$ cat src/rtl/measure_sequencer.sv
// Frequency measurement sequencer: counts rising edges of IN over a gate window, hands the count
// to a binary-to-BCD converter and publishes it. Optional input glitch filter: MEAS_GLITCH_FILTER_EN.
module measure_sequencer #(
    parameter int unsigned GATE_CYCLES  = 100000000,
    parameter int unsigned CNT_W        = 14,
    parameter int unsigned MAX_COUNT    = 9999,
    parameter int unsigned CONV_TIMEOUT = 64
) (
    input  logic             CLK,
    input  logic             reset,
    input  logic             IN,
    input  logic             run,
    input  logic             single,
    output logic             conv_req,
    output logic [CNT_W-1:0] conv_bin,
    input  logic             conv_ack,
    output logic             disp_load,
    output logic [CNT_W-1:0] freq,
    output logic             ovf,
    output logic             conv_err,
    output logic             busy
);

    localparam int unsigned GATE_W = (GATE_CYCLES > 2) ? $clog2(GATE_CYCLES) : 1;
    localparam int unsigned TMO_W  = (CONV_TIMEOUT > 2) ? $clog2(CONV_TIMEOUT) : 1;

    localparam logic [GATE_W-1:0] GATE_LAST = GATE_W'(GATE_CYCLES - 1);
    localparam logic [TMO_W-1:0]  TMO_LAST  = TMO_W'(CONV_TIMEOUT - 1);
    localparam logic [CNT_W-1:0]  CNT_MAX   = CNT_W'(MAX_COUNT);

    localparam logic [2:0] S_IDLE    = 3'd0;
    localparam logic [2:0] S_ARM     = 3'd1;
    localparam logic [2:0] S_GATE    = 3'd2;
    localparam logic [2:0] S_LATCH   = 3'd3;
    localparam logic [2:0] S_CONVERT = 3'd4;
    localparam logic [2:0] S_HOLD    = 3'd5;

    logic [2:0]        state;
    logic [2:0]        state_nx;
    logic              in_meta;
    logic              in_sync;
    logic              edge_src;
    logic              in_prev;
    logic              edge_pls;
    logic [GATE_W-1:0] gate_cnt;
    logic [TMO_W-1:0]  tmo_cnt;
    logic [CNT_W-1:0]  edge_cnt;
    logic              ovf_flag;
    logic              gate_end;
    logic              tmo_end;

    // Two-flop synchronizer for the asynchronous signal under test
    always_ff @(posedge CLK or negedge reset) begin
        if (!reset) begin
            in_meta <= 1'b0;
            in_sync <= 1'b0;
        end else begin
            in_meta <= IN;
            in_sync <= in_meta;
        end
    end

`ifdef MEAS_GLITCH_FILTER_EN
    logic in_sync_d;
    logic in_filt;

    // Filtered level only follows the input once it has been stable for two samples
    always_ff @(posedge CLK or negedge reset) begin
        if (!reset) begin
            in_sync_d <= 1'b0;
            in_filt   <= 1'b0;
        end else begin
            in_sync_d <= in_sync;
            if (in_sync == in_sync_d) begin
                in_filt <= in_sync;
            end
        end
    end

    assign edge_src = in_filt;
`else
    assign edge_src = in_sync;
`endif

    // Registered rising-edge pulse
    always_ff @(posedge CLK or negedge reset) begin
        if (!reset) begin
            in_prev  <= 1'b0;
            edge_pls <= 1'b0;
        end else begin
            in_prev  <= edge_src;
            edge_pls <= edge_src & ~in_prev;
        end
    end

    assign gate_end = (gate_cnt == GATE_LAST);
    assign tmo_end  = (tmo_cnt == TMO_LAST);

    always_ff @(posedge CLK or negedge reset) begin
        if (!reset) begin
            state <= S_IDLE;
        end else begin
            state <= state_nx;
        end
    end

    always_comb begin
        state_nx = state;
        case (state)
            S_IDLE:    if (run || single) state_nx = S_ARM;
            S_ARM:     state_nx = S_GATE;
            S_GATE:    if (gate_end) state_nx = S_LATCH;
            S_LATCH:   state_nx = S_CONVERT;
            S_CONVERT: if (conv_ack || tmo_end) state_nx = S_HOLD;
            S_HOLD:    state_nx = run ? S_ARM : S_IDLE;
            default:   state_nx = S_IDLE;
        endcase
    end

    // Counters, converter handshake and published result
    always_ff @(posedge CLK or negedge reset) begin
        if (!reset) begin
            gate_cnt  <= '0;
            tmo_cnt   <= '0;
            edge_cnt  <= '0;
            ovf_flag  <= 1'b0;
            conv_req  <= 1'b0;
            conv_bin  <= '0;
            disp_load <= 1'b0;
            freq      <= '0;
            ovf       <= 1'b0;
            conv_err  <= 1'b0;
            busy      <= 1'b0;
        end else begin
            disp_load <= 1'b0;
            conv_req  <= (state_nx == S_CONVERT);
            busy      <= (state_nx != S_IDLE);
            case (state)
                S_ARM: begin
                    gate_cnt <= '0;
                    edge_cnt <= '0;
                    ovf_flag <= 1'b0;
                end
                S_GATE: begin
                    gate_cnt <= gate_cnt + GATE_W'(1);
                    if (edge_pls) begin
                        if (edge_cnt == CNT_MAX) begin
                            ovf_flag <= 1'b1;
                        end else begin
                            edge_cnt <= edge_cnt + CNT_W'(1);
                        end
                    end
                end
                S_LATCH: begin
                    conv_bin <= edge_cnt;
                    tmo_cnt  <= '0;
                end
                S_CONVERT: begin
                    // An acknowledge on the last allowed cycle still wins over the timeout
                    if (conv_ack) begin
                        disp_load <= 1'b1;
                        freq      <= conv_bin;
                        ovf       <= ovf_flag;
                        conv_err  <= 1'b0;
                    end else if (tmo_end) begin
                        conv_err <= 1'b1;
                    end else begin
                        tmo_cnt <= tmo_cnt + TMO_W'(1);
                    end
                end
                default: ;
            endcase
        end
    end

endmodule
$ cat config.mk
export PLATFORM = sky130hd
export DESIGN_NAME = measure_sequencer
export DESIGN_NICKNAME = d
export VERILOG_FILES = /design/src/rtl/measure_sequencer.sv
export SDC_FILE = /design/constraint.sdc
export NUM_CORES = 1
export LEC_CHECK = 0
export ABC_AREA = 1
export CAP_MARGIN = 30
export CORE_MARGIN = 2
export CORE_UTILIZATION = 65
export CTS_BUF_LIST = sky130_fd_sc_hd__clkbuf_4 sky130_fd_sc_hd__clkbuf_8
export DETAILED_ROUTE_END_ITERATION = 6
export GPL_TIMING_DRIVEN = 0
export PLACE_DENSITY = 0.88
export RECOVER_POWER = 25
export SYNTH_ARGS = -nofsm -noshare
export SYNTH_HDL_FRONTEND = slang
export SYNTH_SLANG_ARGS = --single-unit
$ cat constraint.sdc
create_clock -name CLK -period 2.3 [get_ports CLK]
set_input_delay 0.69 -clock CLK [delete_from_list [all_inputs] [get_ports CLK]]
set_output_delay 0.69 -clock CLK [all_outputs]
set_load 0.01 [all_outputs]
; Word-level counts from Yosys, hierarchy flattened
; Cells that the tools add are included.
[totals]
register_bits = 88
inputBits = 6
output_inout_bits = 33
wordCells = 66
[op_classes]
add_sub_neg = 3
n_eq_ne = 14
mux = 19
bitwise_logic = 2
n_reduce_logical = 12
[ops]
columns = cell, count
row1 = 27-bit case mux with 2 select lines, 1
row2 = 14-bit two-way mux, 2
row3 = 14-bit case mux with 2 select lines, 1
row4 = "27-bit by 1-bit adder with 27-bit output, second input constant", 1
row5 = "27-bit equality test, second input constant", 1
row6 = 3-bit case mux with 6 select lines, 1
row7 = "14-bit by 1-bit adder with 14-bit output, second input constant", 1
row8 = "14-bit equality test, second input constant", 1
row9 = 6-bit two-way mux, 2
row10 = 6-bit case mux with 2 select lines, 1
row11 = "2-bit != test, second input constant", 5
row12 = "3-bit equality test, second input constant", 3
row13 = 3-bit two-way mux, 3
row14 = 3-bit AND reduction, 3
row15 = 1-bit two-way mux, 7
row16 = "6-bit by 1-bit adder with 6-bit output, second input constant", 1
row17 = "3-bit by 2-bit equality test with 1-bit output, second input constant", 2
row18 = "6-bit equality test, second input constant", 1
row19 = 2-bit nonzero test, 3
row20 = 2-bit AND reduction, 2
row21 = "3-bit by 1-bit equality test with 1-bit output, second input constant", 1
row22 = 3-bit zero test, 1
row23 = 3-bit nonzero test, 1
row24 = 1-bit logical OR, 2
row25 = other kinds (3), 3

; Longest topological paths before layout
; Gate-level depths: netlist of run 1.
[logic_depth]
ltp_word = 5
ltp_mapped = 9
depth_no_buf = 9

; Least setup slack after synthesis of run 1
; Ideal clock, no wire load.
[synth_path]
path_kind = register to register
startpoint = reg edge_cnt[0]
endpoint = reg edge_cnt[5]
setup_ns = 0.074
arrival_ns = 1.379
required_ns = 2.226
path_slack_ns = 0.847
path_stages_with_launch = 9
n_path_buf = 1
synth_period_minus_slack_ns = 1.453
cell_sequence = dfrtp_1 ha_1 nand3_2 nor2_2 nand3_2 nand2_4 buf_12 nand2_2 o21ai_2
[synth_via]
elab_chain_cells = 4
word_cells_on_any_way = 7
classes_between = 1 x add/sub / 2 x eq/ne / 3 x mux / 1 x reduce/logical
[synth_lines]
columns = item, line_no
row1 = start: declaration, 47  ; logic [CNT_W-1:0] edge_cnt;
row2 = start signal: assignment, 150  ; edge_cnt <= edge_cnt + CNT_W'(1);
row3 = 14-bit by 1-bit adder with 14-bit output, 150
row4 = 14-bit two-way mux, 147  ; if (edge_cnt == CNT_MAX) begin
row5 = 14-bit two-way mux, 146  ; if (edge_pls) begin
row6 = 14-bit case mux with 2 select lines, 138  ; case (state)
; Parallel ways exist; a longest one is shown, timed or not. The select of a mux whose other input is x is not followed.
; A chain may end at the register's enable or synchronous reset.

; Final worst setup path of run 1
[layout_path]
startpoint = reg conv_bin[0]
endpoint = out conv_bin[0]
[layout_rtl]
columns = item, line_no
row1 = start: declaration, 15  ; output logic [CNT_W-1:0] conv_bin,
row2 = start signal: assignment, 155  ; conv_bin <= edge_cnt;
; No word-level cell between the ends.

==> results of run 1 <==
flip-flops by register name, indices dropped and copies added, names as in the netlist, 3 cells and up:
| register | flops |
|---|---|
| state | 3 |
| edge_cnt | 14 |
| tmo_cnt | 6 |
| freq | 14 |
| gate_cnt | 27 |
| conv_bin | 14 |
final timing paths:
kind	from	slack, ns	cells past startpoint	end
max in group asynchronous	reset	0.56	2	gate_cnt[14]$_DFFE_PN0P_
setup reg to reg	gate_cnt[0]$_DFFE_PN0P_	0.49	7	gate_cnt[12]$_DFFE_PN0P_
hold / removal	in_meta$_DFF_PN0_	0.37	0	edge_src$_DFF_PN0_
hold reg to reg	in_meta$_DFF_PN0_	0.37	0	edge_src$_DFF_PN0_
min in group asynchronous	reset	0.75	1	edge_src$_DFF_PN0_
setup / recovery	conv_bin[0]$_DFFE_PN0P_	0.26	1	conv_bin[0]
cell usage after synthesis, types with 2 or more instances:
cell type | n | area (um2)
sky130_fd_sc_hd__or2_2 | 3 | 18.8
sky130_fd_sc_hd__nand2_2 | 6 | 37.5
sky130_fd_sc_hd__o21ai_1 | 5 | 25.0
sky130_fd_sc_hd__nor3_1 | 5 | 25.0
sky130_fd_sc_hd__o21ai_2 | 8 | 70.1
sky130_fd_sc_hd__ha_1 | 3 | 37.5
sky130_fd_sc_hd__o21bai_1 | 3 | 22.5
sky130_fd_sc_hd__nand3_2 | 3 | 30.0
sky130_fd_sc_hd__nor2_1 | 71 | 267
sky130_fd_sc_hd__inv_2 | 5 | 18.8
sky130_fd_sc_hd__nand3_1 | 53 | 265
sky130_fd_sc_hd__nand4_1 | 11 | 68.8
sky130_fd_sc_hd__a21oi_1 | 11 | 55.1
sky130_fd_sc_hd__buf_2 | 8 | 40.0
sky130_fd_sc_hd__clkbuf_1 | 2 | 7.51
sky130_fd_sc_hd__nor2_2 | 2 | 12.5
sky130_fd_sc_hd__nand2_4 | 2 | 22.5
sky130_fd_sc_hd__xor2_1 | 5 | 43.8
sky130_fd_sc_hd__o31ai_1 | 2 | 15.0
sky130_fd_sc_hd__inv_1 | 53 | 199
sky130_fd_sc_hd__o21ai_0 | 31 | 155
sky130_fd_sc_hd__nand2_1 | 218 | 818
sky130_fd_sc_hd__dfrtp_1 | 88 | 2200
cell families (layout without fill, tap and decap cells):
logic type	count (synthesis)	in the layout	share of synthesized area
fa+ha+maj	3	3	0.00820
compound gates	64	64	0.0820
simple gates	377	377	0.349
xor+xnor	5	5	0.00957
flops	88	88	0.481
buf+inv	72	127	0.0697
metrics by stage:
step           area [um2]  hold WS [ns]  power [mW]  std cells
2_1_floorplan        4580         0.331        1.78        609
3_3_place_gp         5080         0.336        1.85        743
3_5_place_dp         5100         0.345        1.86        744
4_1_cts              5320         0.247        3.00        760
5_1_grt              5310         0.377        3.10        760
6_report             5310         0.365        2.98        760
cell type report:
class	count	area, um2	share of cell area
Tap cell	96	120	0.0226
Inverter	58	218	0.0410
Sequential cell	88	2200	0.415
Buffer	14	101	0.0191
Multi-Input combinational cell	449	2060	0.387
Clock inverter	6	75.1	0.0141
Timing Repair Buffer	39	402	0.0756
Clock buffer	10	138	0.0259
metal layers:
layer | track usage | share of wire
met5 | 0 | 0
met2 | 0.493 | 0.48
met4 | 0.0657 | 0.013
met3 | 0.0622 | 0.061
met1 | 0.414 | 0.44
where the power goes:
group | switching, mW | internal, mW
clock | 0.594 | 0.549
sequential | 0.0485 | 1.58
combinational | 0.127 | 0.0785
total | 0.770 | 2.21
==> run_results.csv, run 1 <==
group,metric,value,unit
cells_and_area,layout.nets,668,
clock_network,root_buffer,"sky130_fd_sc_hd__clkbuf_8",
synth,mappedNetlistArea,4580,um2
floorplan,floorplan.rows,30,
setup_path,cpMaxStageDelayCell,"sky130_fd_sc_hd__clkdlybuf4s50_1",
cells_and_area,num_antenna_cells,0,
global_route,grt_pass1_vias,3864,
floorplan,chipHeight,87.9,um
setup_path,worst_ep_required_time,1.61,ns
clock_network,post-cts-setup-buffer-count,0,
synth,number_of_flops_mapped_to_enable_cells_by_yosys,0,
setup_path,crit_path_cell_trace,"clkdlybuf4s50_1",
setup_path,critPathBufInv,1,
cells_and_area,top_library_cells_by_usage_in_the_layout_fill_and_taps_aside,"sky130_fd_sc_hd__nand2_1 (218), sky130_fd_sc_hd__dfrtp_1 (88), sky130_fd_sc_hd__nor2_1 (71)",
placement,portBuffers,38,
power_and_ir_drop,leakage_dissipation,2.48,nW
setup_path,worstSetupEndpointType,"output port",
cells_and_area,drive_above_1_share,0.0904,
clock_network,post_cts_resize_count,0,
global_route,initial_antenna_violation_count,0,
timing,timing.final.setup_violations,0,
setup_path,critPathTopFamily,"buffers and inverters",
global_route,largest_net_degree_at_the_start_of_global_routing,59,
route,initial_drt_markers,376,
timing,fin_crit_sh,0.885,
clock_network,clkSinkCount,88,
timing,final_max_slew_viol_count,31,
global_route,wire_length_of_the_first_global_routing_pass,18.1,mm
cells_and_area,area_delta_synth_final,16.0,%
synth,postSynthCellCount,609,
synth,ys.warnings.count,0,
cells_and_area,layout.filler_cells,483,
setup_path,cp_max_fo,3,
route,final_antenna_net_count,0,
setup_path,worst-endpoint-arrival,1.35,ns
route,via_count,4184,
cells_and_area,mostFrequentLayoutCell,"sky130_fd_sc_hd__nand2_1",
timing,finalSetupTns,0,ns
clock_network,cts-buffers-inserted,9,
status,violations,"max-capacitance violations, max-slew violations",
setup_path,timing.critical_path.slowest_cell_delay,0.58,ns
timing,skew,0.00697,ns
cells_and_area,postLayoutCoreUtil,0.782,
floorplan,floorplan.io_pins,39,
floorplan,die_w,87.9,um
timing,fin_ws,0.264,ns
placement,detailedPlacementHpwl,7.69,mm
clock_network,clockBufferDepth,2,
timing,finalHoldViolations,0,
route,total_drc_errors_in_the_routed_layout,0,
route,avgViaCountPerCell,5.51,
global_route,overflow,0,
clock_network,tritoncts,"yes",
timing,unrepaired_setup_endpoints_after_global_routing,"no",
synth,postSynthRegisterBits,88,
power_and_ir_drop,cellPowerDensity,560,nW/um2
synth,synth-async-reset-ratio,1.00,
setup_path,start_kind,"flip-flop",
clock_network,htree_levels,3,
timing,max_clock_freq,491,MHz
synth,ys_types,34,
floorplan,starting_density,0.674,
floorplan,die_area,7730,um2
timing,max_transition_margin,-0.122,
synth,synth_nets,618,
synth,seq_area_frac_synth,0.481,
route,dr.pass1.iters,5,
placement,detailedPlace.worstSlack,0.277,ns
status,status,"complete, but fails checks",
worst_hold_path,min-delay-path-class,"flip-flop to flip-flop",
clock_network,clk_transition_reported_paths,0.09,ns
timing,timing.final.crit_period,2.04,ns
timing,max_slew.worst_pin.slew,1.68,ns
run,maxCapViolations,1,
global_route,grtUsageTotal,0.299,
route,wirelength,10.7,mm
synth,synthesis.area_per_instance,7.52,um2
placement,gp_routability_congestion,0.909,
floorplan,fp.coreArea,6790,um2
setup_path,timing.setup.critical_path_class,"flip-flop to output port",
clock_network,cts_hold_buf,0,
synth,synth_top_flop_cell,"sky130_fd_sc_hd__dfrtp_1",
route,drt-wirelength-per-cell,14.1,um
clock_network,clock_insertion_delay_worst_skew,0.36,ns
power_and_ir_drop,ir_drop,0.000415,V
Note: power is estimated with default switching activity, not from simulation.
==> run 2, diff against run 1 <==
--- a/config.mk
+++ b/config.mk
@@ -8,11 +8,11 @@
 export ABC_AREA = 1
 export CAP_MARGIN = 30
 export CORE_MARGIN = 2
-export CORE_UTILIZATION = 65
-export CTS_BUF_LIST = sky130_fd_sc_hd__clkbuf_4 sky130_fd_sc_hd__clkbuf_8
+export CORE_UTILIZATION = 60
+export CTS_BUF_LIST = sky130_fd_sc_hd__clkbuf_2 sky130_fd_sc_hd__clkbuf_4 sky130_fd_sc_hd__clkbuf_8
 export DETAILED_ROUTE_END_ITERATION = 6
 export GPL_TIMING_DRIVEN = 0
-export PLACE_DENSITY = 0.88
+export PLACE_DENSITY = 0.82
 export RECOVER_POWER = 25
 export SYNTH_ARGS = -nofsm -noshare
 export SYNTH_HDL_FRONTEND = slang
==> constraint.sdc (replaced) <==
create_clock -name CLK -period 2.1 [get_ports CLK]
set_input_delay 0.63 -clock CLK [delete_from_list [all_inputs] [get_ports CLK]]
set_output_delay 0.63 -clock CLK [all_outputs]
set_load 0.01 [all_outputs]
==> run 2 against run 1 <==
  * The flow still finishes with violations (max-capacitance violations, max-slew violations)
  * Clock skew grew 0.0049 ns
  * Non-clock buffer count is the same
  * Sequential power rose by 9%
  * Utilization decreased by 5.7 points
  * Hold slack better by 0.0010 ns
  * Critical endpoint is now conv_bin[5]
  * Largest cell class unchanged
  * Largest power group unchanged
  * Highest routed layer unchanged
==> run_results.csv, run 2 (same netlist as run 1, synthesis figures left out) <==
group,metric,value,unit
status,status,"complete, but fails checks",
status,violations,"max-capacitance violations, max-slew violations",
run,maxCapViolations,1,
timing,unrepaired_setup_endpoints_after_global_routing,"no",
timing,finalSetupTns,0,ns
floorplan,starting_density,0.624,
global_route,initial_antenna_violation_count,0,
cells_and_area,postLayoutCoreUtil,0.725,
clock_network,clk_transition_reported_paths,0.10,ns
timing,worst_hold_slack,0.366,ns
global_route,wire_length_of_the_first_global_routing_pass,18.9,mm
worst_hold_path,hp-start,"in_meta$_DFF_PN0_",
clock_network,clockBufferDepth,2,
setup_path,timing.setup.critical_path_class,"flip-flop to output port",
timing,max_clock_freq,509,MHz
cells_and_area,drive_above_1_share,0.0904,
route,initial_drt_markers,364,
clock_network,post_cts_resize_count,0,
clock_network,clkSinkCount,88,
timing,fin_crit_sh,0.936,
route,total_drc_errors_in_the_routed_layout,0,
floorplan,die_w,91.3,um
setup_path,crit_path_cell_trace,"clkdlybuf4s50_1",
placement,numPlacedInstances,747,
route,avgViaCountPerCell,5.53,
clock_network,htree_levels,3,
cells_and_area,top_library_cells_by_usage_in_the_layout_fill_and_taps_aside,"sky130_fd_sc_hd__nand2_1 (218), sky130_fd_sc_hd__dfrtp_1 (88), sky130_fd_sc_hd__nor2_1 (71)",
setup_path,timing.rr.start,"gate_cnt[0]$_DFFE_PN0P_",
route,drt-wirelength-per-cell,14.4,um
global_route,overflow,0,
power_and_ir_drop,leakage_dissipation,2.48,nW
placement,gp_routability_congestion,0.938,
placement,detailedPlacementHpwl,7.91,mm
clock_network,clock_insertion_delay_worst_skew,0.36,ns
cells_and_area,num_antenna_cells,0,
timing,max_transition_margin,-0.0453,
route,wirelength,11.0,mm
power_and_ir_drop,cellPowerDensity,615,nW/um2
cells_and_area,largest_register_ffs,27,
cells_and_area,mostFrequentLayoutCell,"sky130_fd_sc_hd__nand2_1",
timing,skew,0.0119,ns
cells_and_area,top_register,"gate_cnt",
clock_network,post-cts-setup-buffer-count,0,
floorplan,die_area,8340,um2
cells_and_area,layout.filler_cells,582,
setup_path,crit_path_start,"conv_bin[5]$_DFFE_PN0P_",
global_route,grtUsageTotal,0.283,
timing,timing.final.crit_period,1.96,ns
timing,finalHoldViolations,0,
setup_path,cp_max_fo,3,
clock_network,cts-buffers-inserted,9,
floorplan,floorplan.io_pins,39,
power_and_ir_drop,ir_drop,0.000497,V
setup_path,worst_ep_required_time,1.47,ns
worst_hold_path,min-delay-path-class,"flip-flop to flip-flop",
cells_and_area,area_delta_synth_final,16.1,%
setup_path,worstSetupEndpointType,"output port",
setup_path,worst-endpoint-arrival,1.33,ns
global_route,largest_net_degree_at_the_start_of_global_routing,63,
clock_network,root_buffer,"sky130_fd_sc_hd__clkbuf_8",
timing,max_slew.worst_pin.slew,1.57,ns
timing,timing.final.setup_violations,0,
route,via_count,4221,
floorplan,fp.coreArea,7330,um2
setup_path,critPathBufInv,1,
setup_path,cpMaxStageDelayCell,"sky130_fd_sc_hd__clkdlybuf4s50_1",
clock_network,cts_hold_buf,0,
setup_path,start_kind,"flip-flop",
global_route,grt_pass1_vias,4079,
floorplan,chipHeight,91.3,um
route,final_antenna_net_count,0,
setup_path,critPathTopFamily,"buffers and inverters",
cells_and_area,layout.cells.non_filler,763,
floorplan,floorplan.rows,31,
cells_and_area,layout.nets,668,
route,dr.pass1.iters,5,
timing,final_max_slew_viol_count,27,
clock_network,tritoncts,"yes",
placement,portBuffers,38,
setup_path,timing.critical_path.slowest_cell_delay,0.57,ns
## run 2: changes by cell type in the layout (fill, tap and decap cells not counted), sizes merged
cell,previous run,this run
clkinvlp,1,0
inv,61,60
clkinv,1,3
## run 2: layer usage
| metal | vias up | track usage | routed length, um |
|---|---|---|---|
| met2 | 158 | 0.467 | 5320 |
| li1 | 2040 | - | - |
| met1 | 2014 | 0.386 | 4880 |
| met3 | 9 | 0.0515 | 665 |
| met4 | 0 | 0.0795 | 92 |
| met5 | - | 0 | 0 |
## run 2: report_power, final
group,leakage (nW),total [mW],switching [mW],internal (mW)
logic,1.18,0.228,0.142,0.0863
registers,1.20,1.78,0.0516,1.73
clock network,0.107,1.26,0.661,0.598
## run 2: per-stage QoR
step | power, mW | instance area (um2) | setup WS [ns]
CTS | 3.28 | 5320 | 0.128
detailed placement | 2.04 | 5110 | 0.124
global placement | 2.03 | 5080 | -2.69
floorplan | 1.95 | 4580 | 0.647
global route | 3.39 | 5310 | 0.0895
finish | 3.27 | 5310 | 0.135
## run 2: final timing paths
| path | slack (ns) | endpoint | cells past startpoint |
|---|---|---|---|
| setup / recovery | 0.14 | conv_bin[5] | 1 |
| hold / removal | 0.37 | edge_src$_DFF_PN0_ | 0 |
| setup reg to reg | 0.28 | gate_cnt[12]$_DFFE_PN0P_ | 7 |
| max in group asynchronous | 0.48 | edge_cnt[1]$_DFFE_PN0P_ | 2 |
| min in group asynchronous | 0.63 | tmo_cnt[2]$_DFFE_PN0P_ | 1 |
| hold reg to reg | 0.37 | edge_src$_DFF_PN0_ | 0 |
## run 2: layout make-up
type / count / area, um2 / area share
clock buffers: 10 / 138 / 0.0259
multi-input cells: 449 / 2060 / 0.387
flip-flops and latches: 88 / 2200 / 0.414
plain buffers: 14 / 101 / 0.0191
clock inverters: 6 / 73.8 / 0.0139
inverters: 58 / 218 / 0.0410
repair buffers: 39 / 402 / 0.0756
well taps: 99 / 124 / 0.0233
